--- src/rtl/mmio_gpio_bank.sv ---
// mmio_gpio_bank: one GPIO bank on the core's MMIO data port.
// Each input channel is synchronised and debounced. Outputs support atomic
// set and clear. Each input channel can raise an edge interrupt, and the
// pending flags are cleared by writing 1 to them.
//
// Register map (byte offsets from BASE_ADDR):
//   0x00 IDR  RO    debounced inputs
//   0x04 ODR  RW    output data
//   0x08 OSET WO    1 bits set ODR, reads 0
//   0x0C OCLR WO    1 bits clear ODR, reads 0
//   0x10 IER  RW    interrupt enable
//   0x14 ISR  RW1C  pending edge flags
//   0x18 RISE RW    rising-edge enable
//   0x1C FALL RW    falling-edge enable
//   0x20 DEB  RW    debounce threshold T
//
// Ports:
//   clk              clock, all state on rising edge
//   rst              asynchronous active-high reset
//   mmio_i_addr      byte address (word aligned)
//   mmio_i_wmask     byte write enables, 0000 = read / no write
//   mmio_i_wdata     write data
//   mmio_o_rdata     read data, combinational from address and register state
//   mmio_o_irq       level interrupt, |(ISR & IER)
//   mmio_o_gpio_out  output pins (ODR)
//   mmio_i_gpio_in   asynchronous input pins
module mmio_gpio_bank #(
    parameter int unsigned N_IN      = 8,
    parameter int unsigned N_OUT     = 8,
    parameter int unsigned DEB_W     = 16,
    parameter logic [31:0] BASE_ADDR = 32'h0000_0000
) (
    input  logic             clk,
    input  logic             rst,
    input  logic [31:0]      mmio_i_addr,
    input  logic [3:0]       mmio_i_wmask,
    input  logic [31:0]      mmio_i_wdata,
    output logic [31:0]      mmio_o_rdata,
    output logic             mmio_o_irq,
    output logic [N_OUT-1:0] mmio_o_gpio_out,
    input  logic [N_IN-1:0]  mmio_i_gpio_in
);

    typedef enum logic [3:0] {
        REG_IDR, REG_ODR, REG_OSET, REG_OCLR, REG_IER,
        REG_ISR, REG_RISE, REG_FALL, REG_DEB, REG_NONE
    } reg_sel_e;

    localparam logic [DEB_W-1:0] DEB_ONE = DEB_W'(1);

    logic [N_OUT-1:0] odr_q, odr_d;
    logic [N_IN-1:0]  ier_q, ier_d;
    logic [N_IN-1:0]  isr_q, isr_d;
    logic [N_IN-1:0]  rise_q, rise_d;
    logic [N_IN-1:0]  fall_q, fall_d;
    logic [DEB_W-1:0] deb_q, deb_d;
    logic [N_IN-1:0]  sync1_q, sync2_q;
    logic [N_IN-1:0]  stable_q, stable_d;
    logic [DEB_W-1:0] cnt_q [N_IN];
    logic [DEB_W-1:0] cnt_d [N_IN];

    logic [31:0] rel_addr;
    reg_sel_e    sel;
    logic        wr_en;
    logic [31:0] bmask;
    logic [31:0] wdata_m;
    logic [N_IN-1:0] w1c;
    logic [N_IN-1:0] edge_set;

    // Subtracting the base gives the same result as a full 32-bit compare
    // against every BASE_ADDR+offset. Any address outside the bank wraps
    // to a large value that fails the upper-bit test.
    assign rel_addr = mmio_i_addr - BASE_ADDR;

    // NOTE: every output of a combinational block gets a default value
    // first. Otherwise the paths that skip an assignment infer a latch.
    always_comb begin
        sel = REG_NONE;
        if (rel_addr[31:6] == '0 && rel_addr[1:0] == 2'b00) begin
            case (rel_addr[5:2])
                4'd0:    sel = REG_IDR;
                4'd1:    sel = REG_ODR;
                4'd2:    sel = REG_OSET;
                4'd3:    sel = REG_OCLR;
                4'd4:    sel = REG_IER;
                4'd5:    sel = REG_ISR;
                4'd6:    sel = REG_RISE;
                4'd7:    sel = REG_FALL;
                4'd8:    sel = REG_DEB;
                default: sel = REG_NONE;
            endcase
        end
    end

    assign wr_en   = |mmio_i_wmask;
    assign bmask   = {{8{mmio_i_wmask[3]}}, {8{mmio_i_wmask[2]}},
                      {8{mmio_i_wmask[1]}}, {8{mmio_i_wmask[0]}}};
    // Bytes outside the write mask become zero data, which makes them
    // no-ops for OSET, OCLR and ISR.
    assign wdata_m = mmio_i_wdata & bmask;

    function automatic logic [31:0] merge(input logic [31:0] old_v,
                                          input logic [31:0] mask,
                                          input logic [31:0] data_m);
        return (old_v & ~mask) | data_m;
    endfunction

    // Register writes. The size casts drop any write to a bit above the
    // implemented width.
    always_comb begin
        odr_d  = odr_q;
        ier_d  = ier_q;
        rise_d = rise_q;
        fall_d = fall_q;
        deb_d  = deb_q;
        w1c    = '0;
        if (wr_en) begin
            case (sel)
                REG_ODR:  odr_d  = N_OUT'(merge(32'(odr_q), bmask, wdata_m));
                REG_OSET: odr_d  = odr_q | N_OUT'(wdata_m);
                REG_OCLR: odr_d  = odr_q & ~N_OUT'(wdata_m);
                REG_IER:  ier_d  = N_IN'(merge(32'(ier_q), bmask, wdata_m));
                REG_ISR:  w1c    = N_IN'(wdata_m);
                REG_RISE: rise_d = N_IN'(merge(32'(rise_q), bmask, wdata_m));
                REG_FALL: fall_d = N_IN'(merge(32'(fall_q), bmask, wdata_m));
                REG_DEB:  deb_d  = DEB_W'(merge(32'(deb_q), bmask, wdata_m));
                default:  ;
            endcase
        end
    end

    // Debounce. The >= compare lets a lowered threshold take effect at
    // once, even when a counter is already past the new T-1.
    always_comb begin
        stable_d = stable_q;
        for (int i = 0; i < N_IN; i++) begin
            cnt_d[i] = cnt_q[i];
            if (sync2_q[i] == stable_q[i]) begin
                cnt_d[i] = '0;
            end else if (deb_q == '0 || cnt_q[i] >= deb_q - DEB_ONE) begin
                stable_d[i] = sync2_q[i];
                cnt_d[i]    = '0;
            end else begin
                cnt_d[i] = cnt_q[i] + DEB_ONE;
            end
        end
    end

    // An edge is flagged on the same clock edge that updates IDR. When a
    // set and a clear hit the same bit together, the set wins.
    assign edge_set = (stable_d & ~stable_q & rise_q) |
                      (~stable_d & stable_q & fall_q);
    assign isr_d    = (isr_q & ~w1c) | edge_set;

    // NOTE: sequential state uses non-blocking assignments. All flops then
    // sample the values from before the edge, whatever the statement order.
    always_ff @(posedge clk or posedge rst) begin
        if (rst) begin
            odr_q    <= '0;
            ier_q    <= '0;
            isr_q    <= '0;
            rise_q   <= '0;
            fall_q   <= '0;
            deb_q    <= '0;
            sync1_q  <= '0;
            sync2_q  <= '0;
            stable_q <= '0;
            // NOTE: this counter array is reset on purpose. A reset during
            // a debounce count must restart that count from zero. Storage
            // arrays that are plain data are normally left unreset.
            for (int i = 0; i < N_IN; i++) begin
                cnt_q[i] <= '0;
            end
        end else begin
            odr_q    <= odr_d;
            ier_q    <= ier_d;
            isr_q    <= isr_d;
            rise_q   <= rise_d;
            fall_q   <= fall_d;
            deb_q    <= deb_d;
            sync1_q  <= mmio_i_gpio_in;
            sync2_q  <= sync1_q;
            stable_q <= stable_d;
            for (int i = 0; i < N_IN; i++) begin
                cnt_q[i] <= cnt_d[i];
            end
        end
    end

    // Read path.
    always_comb begin
        mmio_o_rdata = 32'hCCCC_CCCC;
        case (sel)
            REG_IDR:  mmio_o_rdata = 32'(stable_q);
            REG_ODR:  mmio_o_rdata = 32'(odr_q);
            REG_OSET: mmio_o_rdata = 32'h0;
            REG_OCLR: mmio_o_rdata = 32'h0;
            REG_IER:  mmio_o_rdata = 32'(ier_q);
            REG_ISR:  mmio_o_rdata = 32'(isr_q);
            REG_RISE: mmio_o_rdata = 32'(rise_q);
            REG_FALL: mmio_o_rdata = 32'(fall_q);
            REG_DEB:  mmio_o_rdata = 32'(deb_q);
            default:  mmio_o_rdata = 32'hCCCC_CCCC;
        endcase
    end

    assign mmio_o_irq      = |(isr_q & ier_q);
    assign mmio_o_gpio_out = odr_q;

endmodule

--- config.mk ---
export PLATFORM = sky130hd
export DESIGN_NAME = mmio_gpio_bank
export DESIGN_NICKNAME = d
export VERILOG_FILES = /design/src/rtl/mmio_gpio_bank.sv
export SDC_FILE = /design/constraint.sdc
export NUM_CORES = 1
export LEC_CHECK = 0
export ABC_AREA = 1
export BUFFER_PORTS_ARGS = -buffer_cell sky130_fd_sc_hd__buf_2
export CORE_AREA = 2 2 115 228
export DETAILED_ROUTE_END_ITERATION = 12
export DIE_AREA = 0 0 117 230
export PLACE_DENSITY = 0.73
export SETUP_SLACK_MARGIN = 0.15
export SYNTH_ARGS = -nofsm -noshare
export SYNTH_HDL_FRONTEND = slang
export SYNTH_SLANG_ARGS = --single-unit
--- constraint.sdc ---
create_clock -name clk -period 8.9 [get_ports clk]
set_input_delay 1.78 -clock clk [delete_from_list [all_inputs] [get_ports clk]]
set_output_delay 1.78 -clock clk [all_outputs]
set_load 0.05 [all_outputs]
==> metrics.md, run 1 <==
| Metric | Value |
|---|---|
| Final TNS setup | `0 ns` |
| CTS tree | `yes` |
| First-pass GRT wire length | `60.2 mm` |
| Final min period | `approximately 6.0 ns` |
| Final instance area | `approximately 15000 µm²` |
| Hold endpoint | `sync2_q[1]$_DFF_PP0_` |
| # Post-CTS Setup Buffers | `0` |
| Share of layout cells above drive strength 1 | `11.6%` |
| Gp weighted congestion | `approximately 0.97` |
| Worst hold path type | `flip-flop to flip-flop` |
| Power Dens Cells | `135 nW/µm²` |
| GRT Total Usage | `28.9%` |
| Final ANT Viol Nets | `0` |
| Nets | `about 2000` |
| Hold Startpoint | `sync1_q[1]$_DFF_PP0_` |
| R2R Setup Slk | `4.56 ns` |
| Crit-path cells | `buf_2 -> or2_1 -> nor3_2 -> nand2_2 -> nor2_8 -> nand2_4 -> inv_2 -> nand2_2 -> o21ai_0 -> nor2_1 -> nand2_1 -> buf_2` |
| Critical path peak fanout | `18` |
| Reg2reg path depth | `14` |
| Root Buffer | `clkbuf_16` |
| Hold depth | `0` |
| RSZ-0062 raised after global routing | `false` |
| Post-place setup slack | `2.94 ns` |
| Core Region | `25100 µm²` |
| Synth Warn # | `0` |
| Max Fclk | `168 MHz` |
| I/O pins | `around 120` |
| Final worst slack | `2.93 ns` |
| Max cap viols | `0` |
| Cts hold-fix bufs | `0` |
| Worst Skew | `between 0.015 and 0.02 ns` |
| Post-cts sizing count | `0` |
| Final Max Tran Viols | `0` |
| Crit Path Class | `input port to output pin` |
| CTS Buffer Depth | `3` |
| DRT Pass-1 Iters | `5` |
| Initial cell density of the core | `between 50% and 60%` |
| Die Area | `about 27000 µm²` |
| Skew-Pair Late Insertion Delay | `0.52 ns` |
| Routed len/inst | `17.1 µm` |
| Die Wd | `117 µm` |
| Synth Cell Area | `13600 µm²` |
| Placed cell area | `about 14000 µm²` |
| Final hold violations | `0` |
| Crit-path max cell delay | `0.33 ns` |
| Power, Total | `2.04 mW` |
| Area delta synth->final | `11.1%` |
| Worst slew margin | `between 30% and 40%` |
| Syn_area_per_cell | `7.83 µm²` |
| Outcome | `complete, no violations` |
| Distinct cell type count after synthesis | `45` |
| Ant. Diodes | `0` |
| Total global routing overflow | `0` |
| Buffers & Inverters on Critical Path | `3` |
| Vias/cell | `5.42` |
| Die height | `230 µm` |
| Largest net degree at the start of global routing | `139` |
| Post-synth top flop | `dfrtp_1` |
| Combinational Power Share | `5.0%` |
| Seq cells post-synth | `208` |
| Total CTS buffers | `20` |
| Clk pwr share | `47.5%` |
| I/O Buffers | `94` |
| DRT iter0 DRCs | `500` |
| Post-synthesis sequential area ratio | `38.3%` |
| Seq pwr share | `47.5%` |
| Crit start category | `input port` |
| Fin crit share | `between 60% and 70%` |
| Initial antenna violation count | `0` |
| DP HPWL | `28.1 mm` |
| CP Capture Type | `output pin` |
| Num Clock Sinks | `208` |
| Leak | `about 8 nW` |
| Vias in the first global route | `between 10000 and 15000` |
| Std cell rows | `82` |
| Cells after synthesis | `between 1500 and 2000` |
| EDFF count, synth | `0` |
| Worst hold slack | `roughly 0.35 ns` |
| DRT Wirelength | `37.3 mm` |
| Htree depth | `1` |
| Async SR Flop Fraction | `100%` |
| Clk pin slew, worst setup/hold paths | `0.07 ns` |
| WP data arrival | `4.19 ns` |
| Worst path slowest cell | `o21ai_0` |
| R2r endpoint | `cnt_q[15]$_DFF_PP0_` |
| CP Data Required Time | `7.12 ns` |
| Sw Pwr | `0.471 mW` |
| Crit path max-delay family | `simple AND/OR/NAND/NOR gates` |
| Switching Fraction | `23.1%` |
| Final setup viols | `0` |
| Internal power | `~1.6 mW` |
| VDD IR max | `between 150 and 200 µV` |
| Drt drc | `0` |
| Vias | `11900` |
| Worst slew pin tran | `0.987 ns` |
-- cell usage after synthesis, types with 5 or more instances --
library cell,instances,area [µm²]
xnor2_1,28,245
o21ai_0,48,240
nor3_1,12,60.1
nor2_4,7,78.8
nand2_2,16,100
ha_1,121,1510
xor2_1,73,639
nor4_1,5,31.3
or2_2,12,75.1
nand4_4,5,106
o21ai_1,16,80.1
nand3_1,109,546
buf_4,25,188
nand4_1,29,181
dfrtp_1,208,5200
inv_2,5,18.8
nor2_1,261,980
inv_1,193,724
nand3b_1,11,82.6
o22ai_1,13,81.3
nand2_1,433,1630
o21ai_2,9,78.8
a21oi_1,48,240
-- per-stage QoR --
step                cells  utilization [%]
finish               2185             60.0
global route         2185             60.0
CTS                  2185             60.0
detailed placement   2149             57.1
global placement     2149             57.1
floorplan            1742                -
-- kinds of logic (layout without fill, tap and decap cells) --
group | Yosys count | after routing | share of synthesized area [%]
adders and majority gates | 121 | 121 | 11.2
AOI/OAI and AO/OA | 146 | 146 | 6.01
buffers and inverters | 233 | 340 | 7.33
DFF | 208 | 208 | 38.3
and+or+nand+nor | 925 | 925 | 30.6
other | 1 | 8 | 0.0276
xor gates and xnor gates | 101 | 101 | 6.52
-- cells in the final DEF, fill, tap and decap left out, drive strengths merged, types with 27 or more instances in the layout --
cell / netlist / layout
a21oi: 48 / 48
nor2: 272 / 272
nand4: 37 / 37
dfrtp: 208 / 208
ha: 121 / 121
clkbuf: 4 / 27
o21ai: 73 / 73
xnor2: 28 / 28
nand3: 115 / 115
xor2: 73 / 73
inv: 198 / 198
nand2: 452 / 452
buf: 31 / 106
-- final cells by class --
type / instances / area, µm²
fill: 2298 / 10000
tap: 336 / 420
timing repair buffer: 106 / 561
sequential: 208 / 5200
inverter: 198 / 751
clock inverter: 9 / 151
multi-input combinational: 1301 / 7410
clock buffer: 27 / 588
-- power by group through the flow --
stage          registers (mW)  logic (mW)  clock network (mW)
3_3_place_gp            0.987      0.0996                   0
2_1_floorplan           0.984      0.0731                   0
5_1_grt                 0.971       0.118                1.02
3_5_place_dp            0.988       0.103                   0
4_1_cts                 0.970       0.104               0.981
6_report                0.970       0.102               0.970
-- worst max-delay path by stage --
stage | start | to | slack [ns] | cells after the start
floorplan | rst | asynchronous set/reset pin | 1.44 | 1
detailed placement | mmio_i_addr[27] | mmio_o_rdata[0] | 2.94 | 12
global placement | mmio_i_addr[27] | mmio_o_rdata[0] | 2.95 | 12
CTS | mmio_i_addr[23] | mmio_o_rdata[0] | 2.93 | 12
finish | mmio_i_addr[27] | mmio_o_rdata[0] | 2.93 | 12
global route | mmio_i_addr[23] | mmio_o_rdata[0] | 2.73 | 12
-- metal layers --
metal	GRT usage (%)	vias to the layer above	part of all wire, %
met2	53.6	378	53
met4	18.8	0	7.8
li1	-	5750	-
met5	0	-	0
met1	29.5	5578	35
met3	3.22	144	3.9
Power figures use the tool's default switching activity.
==> run 2: changes to the inputs <==
Clock period 8.9 ns to 6 ns, I/O delays scaled along.
==> metrics.md, run 2 (synthesis results as in run 1) <==
| Metric | Value |
|---|---|
| Reg2reg path depth | `17 (+3)` |
| Beginning of the critical path | `mmio_i_addr[23]` |
| Area delta synth->final | `10.9%` |
| Total global routing overflow | `0 (unchanged)` |
| Crit start category | `input port` |
| Vias/cell | `5.32 (-2.0%)` |
| Gp weighted congestion | `0.952 (-1.7%)` |
| Share of layout cells above drive strength 1 | `11.7% (+0.048 points)` |
| Final ANT Viol Nets | `0 (unchanged)` |
| Crit path to | `mmio_o_rdata[5]` |
| Max Fclk | `209 MHz` |
| CP Data Required Time | `4.80 ns (-2.32 ns)` |
| First-pass GRT wire length | `57.7 mm (-4.2%)` |
| Clk pin slew, worst setup/hold paths | `0.06 ns (about the same)` |
| Commonest non-fill, non-tap cell in the layout | `nand2_1` |
| Num Clock Sinks | `208 (unchanged)` |
| Crit Path Class | `input port to output pin` |
| WP data arrival | `3.58 ns (-0.61 ns)` |
| Final Max Tran Viols | `0 (unchanged)` |
| Outcome | `complete, no violations` |
| Leak | `7.85 nW (-0.27%)` |
| DRT iter0 DRCs | `541 (+8.2%)` |
| GRT Total Usage | `27.6% (-1.3 points)` |
| RSZ-0062 raised after global routing | `false` |
| Initial antenna violation count | `0 (unchanged)` |
| DP HPWL | `27.1 mm (-3.6%)` |
| DRT Wirelength | `35.9 mm (-3.8%)` |
| Drt drc | `0 (unchanged)` |
| Htree depth | `1 (unchanged)` |
| R2R Setup Slk | `1.84 ns (-2.72 ns)` |
| Final min period | `approximately 4.8 ns` |
| CTS tree | `yes` |
| Ant. Diodes | `0 (unchanged)` |
| Power, Total | `2.93 mW (+43%)` |
| Vias | `11600 (-1.9%)` |
| Final Core Density | `59.9% (-0.13 points)` |
| CP Capture Type | `output pin` |
| I/O pins | `119 (unchanged)` |
| Post-cts sizing count | `0 (unchanged)` |
| Worst slew pin tran | `0.976 ns (-0.0105 ns)` |
| Final TNS setup | `0 ns (unchanged)` |
| Register area | `5200 µm² (unchanged)` |
| Final hold violations | `0 (unchanged)` |
| Root Buffer | `clkbuf_16` |
| Die height | `230 µm (unchanged)` |
| Worst hold slack | `0.349 ns (-0.000848 ns)` |
| # fillers | `2321 (+1.0%)` |
| Routed len/inst | `16.4 µm (-3.8%)` |
| Initial cell density of the core | `54.0% (unchanged)` |
| Largest net degree at the start of global routing | `159 (+14%)` |
| Nets | `2035 (+0.049%)` |
| Critical path peak fanout | `18 (unchanged)` |
| VDD IR max | `231 µV (+40%)` |
| Std cell rows | `82 (unchanged)` |
| I/O Buffers | `94 (unchanged)` |
| Core Region | `25100 µm² (unchanged)` |
| Max cap viols | `0 (unchanged)` |
| Power Dens Cells | `194 nW/µm² (+44%)` |
| Die Wd | `117 µm (unchanged)` |
| R2r endpoint | `cnt_q[125]$_DFF_PP0_` |
| CTS Buffer Depth | `3 (unchanged)` |
| Fin crit share | `79.7%` |
| Final setup viols | `0 (unchanged)` |
| Total CTS buffers | `20 (unchanged)` |
| Cts hold-fix bufs | `0 (unchanged)` |
| Worst Skew | `0.0142 ns (-0.000974 ns)` |
| Area of the multi-input gates | `7410 µm² (unchanged)` |
| Worst hold path type | `flip-flop to flip-flop` |
| Vias in the first global route | `11700 (-3.6%)` |
| Skew-Pair Late Insertion Delay | `0.51 ns (about the same)` |
| Die Area | `26900 µm² (unchanged)` |
| DRT Pass-1 Iters | `5 (unchanged)` |
| Most frequent cells in the layout | `nand2_1 (433), nor2_1 (261), dfrtp_1 (208)` |
| # Post-CTS Setup Buffers | `0 (unchanged)` |
| Worst slew margin | `34.9% (+0.70 points)` |
run 2: cell type report:
class | count | share of cell area (%)
Sequential cell | 208 | 34.6
Timing Repair Buffer | 107 | 3.86
Clock inverter | 6 | 0.399
Multi-Input combinational cell | 1301 | 49.2
Clock buffer | 30 | 4.18
Tap cell | 336 | 2.79
Inverter | 198 | 4.96
run 2: report_power, final:
| part | internal, mW | leakage [nW] | switching (mW) |
|---|---|---|---|
| logic | 0.0469 | 4.82 | 0.103 |
| registers | 1.42 | 2.70 | 0.0181 |
| clock network | 0.770 | 0.338 | 0.569 |
run 2: how the worst min path moves through the flow:
| stage | start | endpoint | slack [ns] | cells past startpoint |
|---|---|---|---|---|
| after global routing | sync1_q[1]$_DFF_PP0_ | sync2_q[1]$_DFF_PP0_ | 0.35 | 0 |
| after global placement | sync1_q[2]$_DFF_PP0_ | sync2_q[2]$_DFF_PP0_ | 0.33 | 0 |
| final | sync1_q[1]$_DFF_PP0_ | sync2_q[1]$_DFF_PP0_ | 0.35 | 0 |
| after CTS | sync1_q[1]$_DFF_PP0_ | sync2_q[1]$_DFF_PP0_ | 0.35 | 0 |
| after floorplan | sync1_q[0]$_DFF_PP0_ | sync2_q[0]$_DFF_PP0_ | 0.33 | 0 |
| after detailed placement | sync1_q[0]$_DFF_PP0_ | sync2_q[0]$_DFF_PP0_ | 0.34 | 0 |
run 2: stage by stage:
| stage | std cells | instance area (µm²) | setup WS, ns |
|---|---|---|---|
| CTS | 2186 | 15100 | 1.27 |
| global placement | 2150 | 14400 | 1.27 |
| finish | 2186 | 15100 | 1.22 |
| floorplan | 1742 | 13600 | 1.44 |
| global route | 2186 | 15100 | 1.07 |
| detailed placement | 2150 | 14400 | 1.27 |
run 2: metal layers:
| layer | part of all wire [%] | vias up | global-route usage [%] |
|---|---|---|---|
| met5 | 0 | - | 0 |
| met4 | 6.1 | 0 | 15.3 |
| met3 | 3.9 | 121 | 2.87 |
| met2 | 54 | 343 | 51.6 |
| met1 | 36 | 5422 | 29.1 |
| li1 | - | 5738 | - |
run 2: critical path, stage by stage:
cell and delay (ns):
buf_2 0.09, or2_0 0.20, nor3_1 0.13, nand3_1 0.20, nor2_8 0.23, nand2_4 0.19
inv_2 0.31, nand2_2 0.29, inv_2 0.18, nand2_1 0.13, nand2_1 0.08, nor2_1 0.04
nand2_1 0.05, buf_2 0.25
==> run 3: changes to the inputs <==
Settings changed: PLACE_DENSITY 0.73 to 0.76.
Clock period 6 ns to 3.9 ns, I/O delays scaled along.
==> metrics.md, run 3 (synthesis results as in run 1) <==
| Metric | Value |
|---|---|
| Crit-path cells | `buf_2 -> or2_0 -> nor3_1 -> nand3_2 -> nor2_8 -> nand2_4 -> inv_2 -> nand2_2 -> buf_4 -> o21ai_0 -> nor2_1 -> nand2_1 -> buf_2` |
| Die height | `230 µm (unchanged)` |
| Initial antenna violation count | `1 (+1)` |
| First-pass GRT wire length | `61.2 mm (+6.2%)` |
| CP Capture Type | `output pin` |
| Final Max Tran Viols | `0 (unchanged)` |
| Vias | `11800 (+1.8%)` |
| Worst Skew | `0.00863 ns (-0.00556 ns)` |
| Area of the multi-input gates | `7460 µm² (+0.71%)` |
| Clk pin slew, worst setup/hold paths | `0.07 ns (about the same)` |
| Total global routing overflow | `0 (unchanged)` |
| Final ANT Viol Nets | `0 (unchanged)` |
| DP HPWL | `29.1 mm (+7.6%)` |
| Max Fclk | `279 MHz` |
| Core Region | `25100 µm² (unchanged)` |
| Share of layout cells above drive strength 1 | `12.6% (+0.91 points)` |
| Nets | `2052 (+0.84%)` |
| I/O pins | `119 (unchanged)` |
| Critical Path Most Common Cell | `buf_2` |
| Max cap viols | `0 (unchanged)` |
| Leak | `7.95 nW (+1.2%)` |
| Vias/cell | `5.37 (+1.0%)` |
| Total CTS buffers | `20 (unchanged)` |
| Worst hold path type | `flip-flop to flip-flop` |
| Most frequent cells in the layout | `nand2_1 (433), nor2_1 (261), dfrtp_1 (208)` |
| Skew-Pair Late Insertion Delay | `0.52 ns (about the same)` |
| DRT iter0 DRCs | `564 (+4.3%)` |
| WP data arrival | `2.81 ns (-0.77 ns)` |
| Placed cell area | `14500 µm² (+0.92%)` |
| RSZ-0062 raised after global routing | `false` |
| Final setup viols | `0 (unchanged)` |
| Outcome | `complete, no violations` |
| Final hold violations | `0 (unchanged)` |
| DRT Pass-1 Iters | `5 (unchanged)` |
| DRT Wirelength | `38.0 mm (+5.9%)` |
| Power Dens Cells | `299 nW/µm² (+54%)` |
| Final min period | `~3.6 ns` |
| Area delta synth->final | `12.4%` |
| GRT Total Usage | `29.7% (+2.1 points)` |
| Register area | `5200 µm² (unchanged)` |
| Die Wd | `117 µm (unchanged)` |
| Vias in the first global route | `12100 (+3.3%)` |
| Commonest non-fill, non-tap cell in the layout | `nand2_1` |
| Fin crit share | `92.0%` |
| # fillers | `2220 (-4.4%)` |
| Final TNS setup | `0 ns (unchanged)` |
| Num Clock Sinks | `208 (unchanged)` |
| Root Buffer | `clkbuf_16` |
| Gp weighted congestion | `0.978 (+2.8%)` |
| Drt drc | `0 (unchanged)` |
| I/O Buffers | `94 (unchanged)` |
| Htree depth | `1 (unchanged)` |
| Critical path peak fanout | `11 (-7)` |
| Std cell rows | `82 (unchanged)` |
| Crit start category | `input port` |
| Crit-path max cell delay | `0.26 ns (-0.05 ns)` |
| CP Data Required Time | `3.12 ns (-1.68 ns)` |
| Initial cell density of the core | `54.0% (unchanged)` |
| Crit Path Class | `input port to output pin` |
| Largest net degree at the start of global routing | `71 (-55%)` |
| Worst slew margin | `35.9% (+1.0 points)` |
| Routed len/inst | `17.3 µm (+5.0%)` |
| VDD IR max | `392 µV (+70%)` |
| CTS Buffer Depth | `3 (unchanged)` |
| CTS tree | `yes` |
| Worst slew pin tran | `0.959 ns (-0.0173 ns)` |
| Worst path slowest cell | `buf_2` |
| Die Area | `26900 µm² (unchanged)` |
| Final instance area | `15300 µm² (+1.4%)` |
==> run 3: path summary, 6_finish.rpt <==
| path | startpoint | to | slack, ns | cells after the start |
|---|---|---|---|---|
| worst min-delay path | sync1_q[6]$_DFF_PP0_ | sync2_q[6]$_DFF_PP0_ | 0.35 | 0 |
| worst max-delay path | mmio_i_addr[23] | mmio_o_rdata[4] | 0.31 | 13 |
| worst min register to register | sync1_q[6]$_DFF_PP0_ | sync2_q[6]$_DFF_PP0_ | 0.35 | 0 |
| worst max register to register | flip-flop | cnt_q[47]$_DFF_PP0_ | 0.41 | 17 |
| max in group asynchronous | rst | asynchronous set/reset pin | 2.56 | 3 |
| min in group asynchronous | rst | cnt_q[40]$_DFF_PP0_ | 0.47 | 2 |
==> run 3: final cells by class <==
class	count	area share [%]
Inverter	198	4.89
Sequential cell	208	34.1
Clock buffer	28	3.94
Antenna cell	1	0.0164
Tap cell	336	2.75
Timing Repair Buffer	124	4.75
Clock inverter	8	0.656
Multi-Input combinational cell	1301	48.9
==> run 3: metrics by stage <==
stage / worst slack (ns) / std cells / utilization [%] / total power, mW / hold slack, ns
finish: 0.311 / 2204 / 60.7 / 4.57 / 0.348
global placement: 0.0856 / 2167 / 57.7 / 2.49 / 0.333
CTS: 0.254 / 2203 / 60.5 / 4.59 / 0.350
global route: 0.155 / 2204 / 60.7 / 4.70 / 0.347
floorplan: 0.185 / 1742 / - / 2.41 / 0.331
detailed placement: -0.0533 / 2167 / 57.7 / 2.50 / 0.336
==> run 3: metal layers <==
layer  track usage, %  share of wire (%)  vias up
li1                 -                  -     5776
met1             30.0                 34     5557
met2             54.8                 53      355
met3             3.00                3.6      151
met4             20.8                8.6        0
met5                0                  0        -
==> run 3: what timing repair did <==
| item | CTS | global route |
|---|---|---|
| buffers inserted | 0 | 0 |
| endpoints found under the setup margin | 129 | 79 |
| gates resized for setup | 2 | 7 |
| endpoints found under the hold margin | 0 | 0 |
| hold buffers | 0 | 0 |
==> run 3: power breakdown <==
group | internal, mW | total [mW] | switching [mW]
sequential | 2.18 | 2.21 | 0.0275
combinational | 0.0760 | 0.241 | 0.165
clock | 1.22 | 2.11 | 0.897
==> run 3: critical path: cells and delay by family <==
kind / cells / cell delay (ns)
simple gates: 8 / 1.21
buf+inv: 4 / 0.64
compound gates: 1 / 0.17
